[config.mk]
export PLATFORM = sky130hd
export DESIGN_NAME = memory_access_sequencer
export DESIGN_NICKNAME = d
export VERILOG_FILES = /design/src/rtl/memory_access_sequencer.sv
export SDC_FILE = /design/constraint.sdc
export NUM_CORES = 1
export LEC_CHECK = 0
export BUFFER_PORTS_ARGS = -buffer_cell sky130_fd_sc_hd__buf_2
export CORE_AREA = 8 8 45 47
export DETAILED_ROUTE_END_ITERATION = 8
export DIE_AREA = 0 0 53 55
export HOLD_SLACK_MARGIN = 0.02
export SYNTH_ARGS = -nofsm -noshare
export SYNTH_HDL_FRONTEND = slang
export SYNTH_SLANG_ARGS = --single-unit
[constraint.sdc]
create_clock -name Clock -period 1.3 [get_ports Clock]
set_clock_uncertainty 0.15 [all_clocks]
set_input_delay 0.26 -clock Clock [delete_from_list [all_inputs] [get_ports Clock]]
set_output_delay 0.26 -clock Clock [all_outputs]
set_load 0.005 [all_outputs]
[src/rtl/memory_access_sequencer.sv]
// Sequences two-byte instruction fetches (PC -> IR) and four-byte little-endian
// stores of the ALU result (ALUOut -> mem[AR]) over a valid/ready request port.
//
// state | meaning
// IDLE  | ready for a request, memory deselected
// F_LO  | read mem[PC] into IR[7:0], PC++
// F_HI  | read mem[PC] into IR[15:8], PC++
// STORE | write ALUOut byte cnt to mem[AR], AR++, cnt++
module memory_access_sequencer #(
  parameter logic [1:0] ARF_INC_FUN  = 2'b01,
  parameter logic [2:0] ARF_SEL_NONE = 3'b000,
  parameter logic [2:0] ARF_SEL_PC   = 3'b100,
  parameter logic [2:0] ARF_SEL_AR   = 3'b010,
  parameter logic [1:0] OUTD_PC      = 2'b00,
  parameter logic [1:0] OUTD_AR      = 2'b10,
  parameter logic       MEM_CS_EN    = 1'b0
) (
  input  logic       Clock,
  input  logic       Reset,
  input  logic       Req_Valid,
  input  logic       Req_Op,
  output logic       Req_Ready,
  output logic       Done,
  output logic [1:0] ARF_OutDSel,
  output logic [1:0] ARF_FunSel,
  output logic [2:0] ARF_RegSel,
  output logic       Mem_CS,
  output logic       Mem_WR,
  output logic       IR_Write,
  output logic       IR_LH,
  output logic [1:0] MuxCSel
);

  typedef enum logic [1:0] {
    IDLE  = 2'd0,
    F_LO  = 2'd1,
    F_HI  = 2'd2,
    STORE = 2'd3
  } state_t;

  state_t     state;
  state_t     state_next;
  logic [1:0] cnt;
  logic [1:0] cnt_next;
  logic       done_next;

  always_ff @(posedge Clock or negedge Reset) begin
    if (!Reset) begin
      state <= IDLE;
      cnt   <= 2'd0;
      Done  <= 1'b0;
    end else begin
      state <= state_next;
      cnt   <= cnt_next;
      Done  <= done_next;
    end
  end

  always_comb begin
    state_next = state;
    cnt_next   = cnt;
    done_next  = 1'b0;
    case (state)
      IDLE: begin
        cnt_next = 2'd0;
        if (Req_Valid) begin
          state_next = Req_Op ? STORE : F_LO;
        end
      end
      F_LO: begin
        state_next = F_HI;
      end
      F_HI: begin
        state_next = IDLE;
        done_next  = 1'b1;
      end
      STORE: begin
        cnt_next = cnt + 2'd1;
        if (cnt == 2'd3) begin
          state_next = IDLE;
          done_next  = 1'b1;
        end
      end
      default: begin
        state_next = IDLE;
      end
    endcase
  end

  // Moore outputs: nothing here depends on Req_Valid or Req_Op.
  always_comb begin
    Req_Ready   = 1'b0;
    ARF_OutDSel = OUTD_PC;
    ARF_RegSel  = ARF_SEL_NONE;
    Mem_CS      = ~MEM_CS_EN;
    Mem_WR      = 1'b0;
    IR_Write    = 1'b0;
    IR_LH       = 1'b0;
    MuxCSel     = 2'd0;
    case (state)
      IDLE: begin
        Req_Ready = 1'b1;
      end
      F_LO, F_HI: begin
        ARF_OutDSel = OUTD_PC;
        ARF_RegSel  = ARF_SEL_PC;
        Mem_CS      = MEM_CS_EN;
        IR_Write    = 1'b1;
        IR_LH       = (state == F_HI);
      end
      STORE: begin
        ARF_OutDSel = OUTD_AR;
        ARF_RegSel  = ARF_SEL_AR;
        Mem_CS      = MEM_CS_EN;
        Mem_WR      = 1'b1;
        MuxCSel     = cnt;
      end
      default: begin
        Req_Ready = 1'b0;
      end
    endcase
  end

  assign ARF_FunSel = ARF_INC_FUN;

endmodule
Word level (Yosys, flattened, before mapping)
Index checks and enable logic that the tools add are counted.
{"block": "totals", "wordCells": 30, "out_inout_bits": 15, "regBits": 5, "inputBits": 4}
{"block": "op_classes", "add_sub_neg": 1, "reduce_logical": 5, "mux": 15, "n_eq_ne": 6}
{"op": "2-bit two-way mux", "n": 5}
{"op": "2-bit one-hot mux with 4 select lines", "n": 1}
{"op": "2-bit == test (second input constant)", "n": 3}
{"op": "1-bit two-way mux", "n": 6}
{"op": "3-bit one-hot mux with 2 select lines", "n": 1}
{"op": "2-bit != test (second input constant)", "n": 2}
{"op": "2-bit one-hot mux with 2 select lines", "n": 1}
{"op": "3-bit OR reduction", "n": 1}
{"op": "2-bit by 1-bit adder with 2-bit output (second input constant)", "n": 1}
{"op": "2-bit by 1-bit == test with 1-bit output (second input constant)", "n": 1}
{"op": "2-bit logical NOT", "n": 1}
{"op": "1-bit one-hot mux with 2 select lines", "n": 1}
{"op": "2-bit AND reduction", "n": 1}
{"op": "2-bit nonzero test", "n": 1}
{"op": "2-bit OR reduction", "n": 1}

Depth between registers and ports, before layout
{"block": "depth", "ltp_word": 3, "depth_mapped": 5, "ltp_nobuf": 5}

Least setup slack after synthesis
Ideal clock, no wire load.
{"block": "synth_path", "path_kind": "register to output", "start": "register state[0]", "end": "output port ARF_RegSel[2]", "arrival_time_ns": 0.959, "n_path_buf": 1, "stages_incl_launch_ff": 4, "required_time_ns": 0.890, "slack_ns": -0.069, "path_cell_list": "dfrtp_1 > inv_1 > ha_1 > buf_4"}
{"block": "synth_between", "elab_chain_len": 3, "elab_cells_between_ends": 5, "classes_between": "3 x eq/ne; 1 x mux; 1 x reduce/logical"}
{"item": "start, declared", "line": "41", "rtl": "state_t state;"}
{"item": "start signal, assigned", "line": "53", "rtl": "state <= state_next;"}
{"item": "2-bit == test / 2-bit by 1-bit == test with 1-bit output (equally long branches)", "line": "100", "rtl": "case (state)"}
{"item": "2-bit OR reduction"}
{"item": "3-bit one-hot mux with 2 select lines *", "line": "100"}
{"item": "end, declared", "line": "26", "rtl": "output logic [2:0] ARF_RegSel,"}
Every way passes the cells marked *; elsewhere a longest branch is shown, timed or not.

Worst setup path after layout
{"block": "layout_path", "start": "register state[0]", "end": "output port MuxCSel[0]"}
{"block": "layout_between", "elab_chain_len": 2}
{"item": "2-bit == test", "line": "100"}
{"item": "2-bit two-way mux", "line": "100"}
{"item": "end, declared", "line": "31", "rtl": "output logic [1:0] MuxCSel"}
Every way passes these cells.

==> run metrics <==
final std cells w/o fill 80; most frequent cells in the layout buf_6 (10), buf_2 (8), buf_4 (6), nand2_1 (5), conb_1 (4); Routed WL per cell 10.36 um; Std-Cell Rows 14; dpl cell area between 400 and 500 um2; Crit path arrival time about 1.1 ns; initial core utilization between 20% and 30%; Mapped Cells 40; met1 Use GR between 5 and 6%; crit-path max FO 4; Setup crit end kind output port; power density over cell area ~2300 mW/mm2; overflow left after global routing 0; Tcrit/Tclk final 117.2%; busiest layer in global routing met2; Core Area between 0.001 and 0.0015 mm2; dpl cells 70; CTS tree built; n_diodes 0; slowest cell on the critical path dfrtp_2; clk buf depth 2; dpl hpwl 663.1 um; met3 Resource Use GR under 10%; syn_area_per_cell 9.165 um2; drt drc 0; top post-synthesis cells by area dfrtp_1 (34%), ha_1 (20%), buf_4 (14%); first-pass iteration count of the detailed router 4; gr usage total roughly 6.1%; Critical Path Max Stage Delay 0.44 ns; Final Wtd Congestion about 0.68; largest net degree at the start of global routing 7; Syn Std Cell Area about 370 um2; share of cells above drive strength 1 approximately 63%; Die H ~55 um; Final Hold Viols 0; Slew Limit Fails 0; CTS root buf clkbuf_4; CP Data Required Time 0.89 ns; clk sinks 5; Worst-path clk slew 0.04 ns; startpoint types flop; met2 GRT Util approximately a tenth; Cell variety after synth 14; first-pass GRT wire length ~1300 um; Synth top area share 34.13%; Worst Path Buf+Inv 1; die area roughly 0.0029 mm2; Power Total around 1.4 mW; register area share after synthesis between 30% and 40%; most common cell after layout, fill and taps aside buf_6; worst vdd ir just under 0.9 mV; Final setup viols 12; drt total wl 829 um; Largest delay share family, worst path flip-flops; Hold Crit Class input port to asynchronous set/reset pin; failing checks setup timing; num ports 19; yosys warns 0; vias in the first global route about 330; antenna-violating nets left 0; RSZ-0062 raised after global routing true; Num CTS Buffers 3; nets@finish 75; die outline width 53 um; Via density between 3 and 4; Yosys reg bits 5; LEAKAGE about 0.32 nW; outcome finished with violations; Clock Latency Late Sink between 0.2 and 0.25 ns; f_max roughly 660 MHz; I/O Buffers 14; setup ws final -0.2233 ns; Max-Cap Viols 0; initial antenna violation count 0; Layout area overhead 69.28%; Design Area, Final about 620 um2; H-tree levels 1; Synth area leader dfrtp_1; min Tclk post-route about 1.5 ns; Cell Chain, Critical Path ha_4 -> and2_4 -> buf_6; critical path class flop to output port; via count 318; Final Util about 45%; DR iter-0 viols 1
-- routing by layer --
layer	routed length, um	part of all wire [%]	up-vias
met5	0	0	-
met4	0	0	0
met3	87	10	0
met2	405	49	11
met1	335	40	144
li1	-	-	163
-- layout make-up --
cell class                      instances  area (um2)
Fill cell                             146       763.2
Multi-Input combinational cell         27       227.7
Timing Repair Buffer                   25       207.7
Sequential cell                         5       127.6
Clock buffer                            4       26.28
Tap cell                               16       20.02
Inverter                                3       11.26
-- power breakdown --
group / leakage (nW) / internal, mW / switching, mW
logic: 0.246 / 0.592 / 0.389
registers: 0.0624 / 0.225 / 0.0633
clock network: 0.0150 / 0.116 / 0.0576
total: 0.323 / 0.933 / 0.510
-- final timing paths --
| path | from | endpoint | slack, ns | cells past startpoint |
|---|---|---|---|---|
| setup / recovery | state[0]$_DFFE_PN0P_ | MuxCSel[0] | -0.22 | 3 |
| hold / removal | Reset | cnt[1]$_DFFE_PN0P_ | 0.21 | 2 |
| setup reg to reg | state[0]$_DFFE_PN0P_ | state[1]$_DFFE_PN0P_ | -0.08 | 6 |
| hold reg to reg | cnt[1]$_DFFE_PN0P_ | cnt[1]$_DFFE_PN0P_ | 0.36 | 2 |
| max in group asynchronous | Reset | state[1]$_DFFE_PN0P_ | 0.65 | 2 |
| min in group Clock | Req_Valid | state[1]$_DFFE_PN0P_ | 0.21 | 3 |
-- per-stage QoR --
stage	hold WS, ns	setup TNS (ns)	setup WS [ns]
final	0.2066	-1.998	-0.2233
after global routing	0.2111	-2.585	-0.2695
after CTS	0.1806	-2.082	-0.2393
after global placement	-0.07270	-0.04750	-0.03275
after detailed placement	-0.07176	-0.1242	-0.06224
after floorplan	-0.1856	0	0.01396
-- cell usage after synthesis --
library cell	number
ha_1	6
nand2_1	5
nand2b_2	1
inv_1	3
conb_1	2
o21ai_0	3
dfrtp_1	5
a22oi_1	1
nand3b_1	1
buf_4	7
a21oi_1	2
and2_2	2
nor2_1	1
a21o_2	1
-- registers in the layout (all words and copies together), names as in the netlist --
| register | count |
|---|---|
| cnt | 2 |
| state | 2 |
| Done | 1 |
-- kinds of logic (layout without fill, tap and decap cells) --
kind of cell | count (synthesis) | after routing | synth area share (%)
buf+inv | 10 | 32 | 17.41
compound gates | 7 | 7 | 11.26
simple gates | 10 | 10 | 14.68
fa+ha+maj | 6 | 6 | 20.48
flops | 5 | 5 | 34.13
other cells | 2 | 4 | 2.049
-- repair_timing --
item	in CTS	in global routing
pin swaps	2	3
setup endpoints to repair	10	12
resized for setup	19	4
hold buffers	1	0
buffers inserted	3	2
hold endpoints to repair	5	0
-- worst register-to-register path, delay by kind of cell (launching register included) --
kind                     cells  cell delay [ns]
flip-flops                   1             0.44
AND/OR/NAND/NOR              1             0.08
adder cells (fa/ha/maj)      1             0.19
AO/OA/AOI/OAI                2             0.20
buffers and inverters        2             0.23
(Power assumes the default switching activity.)
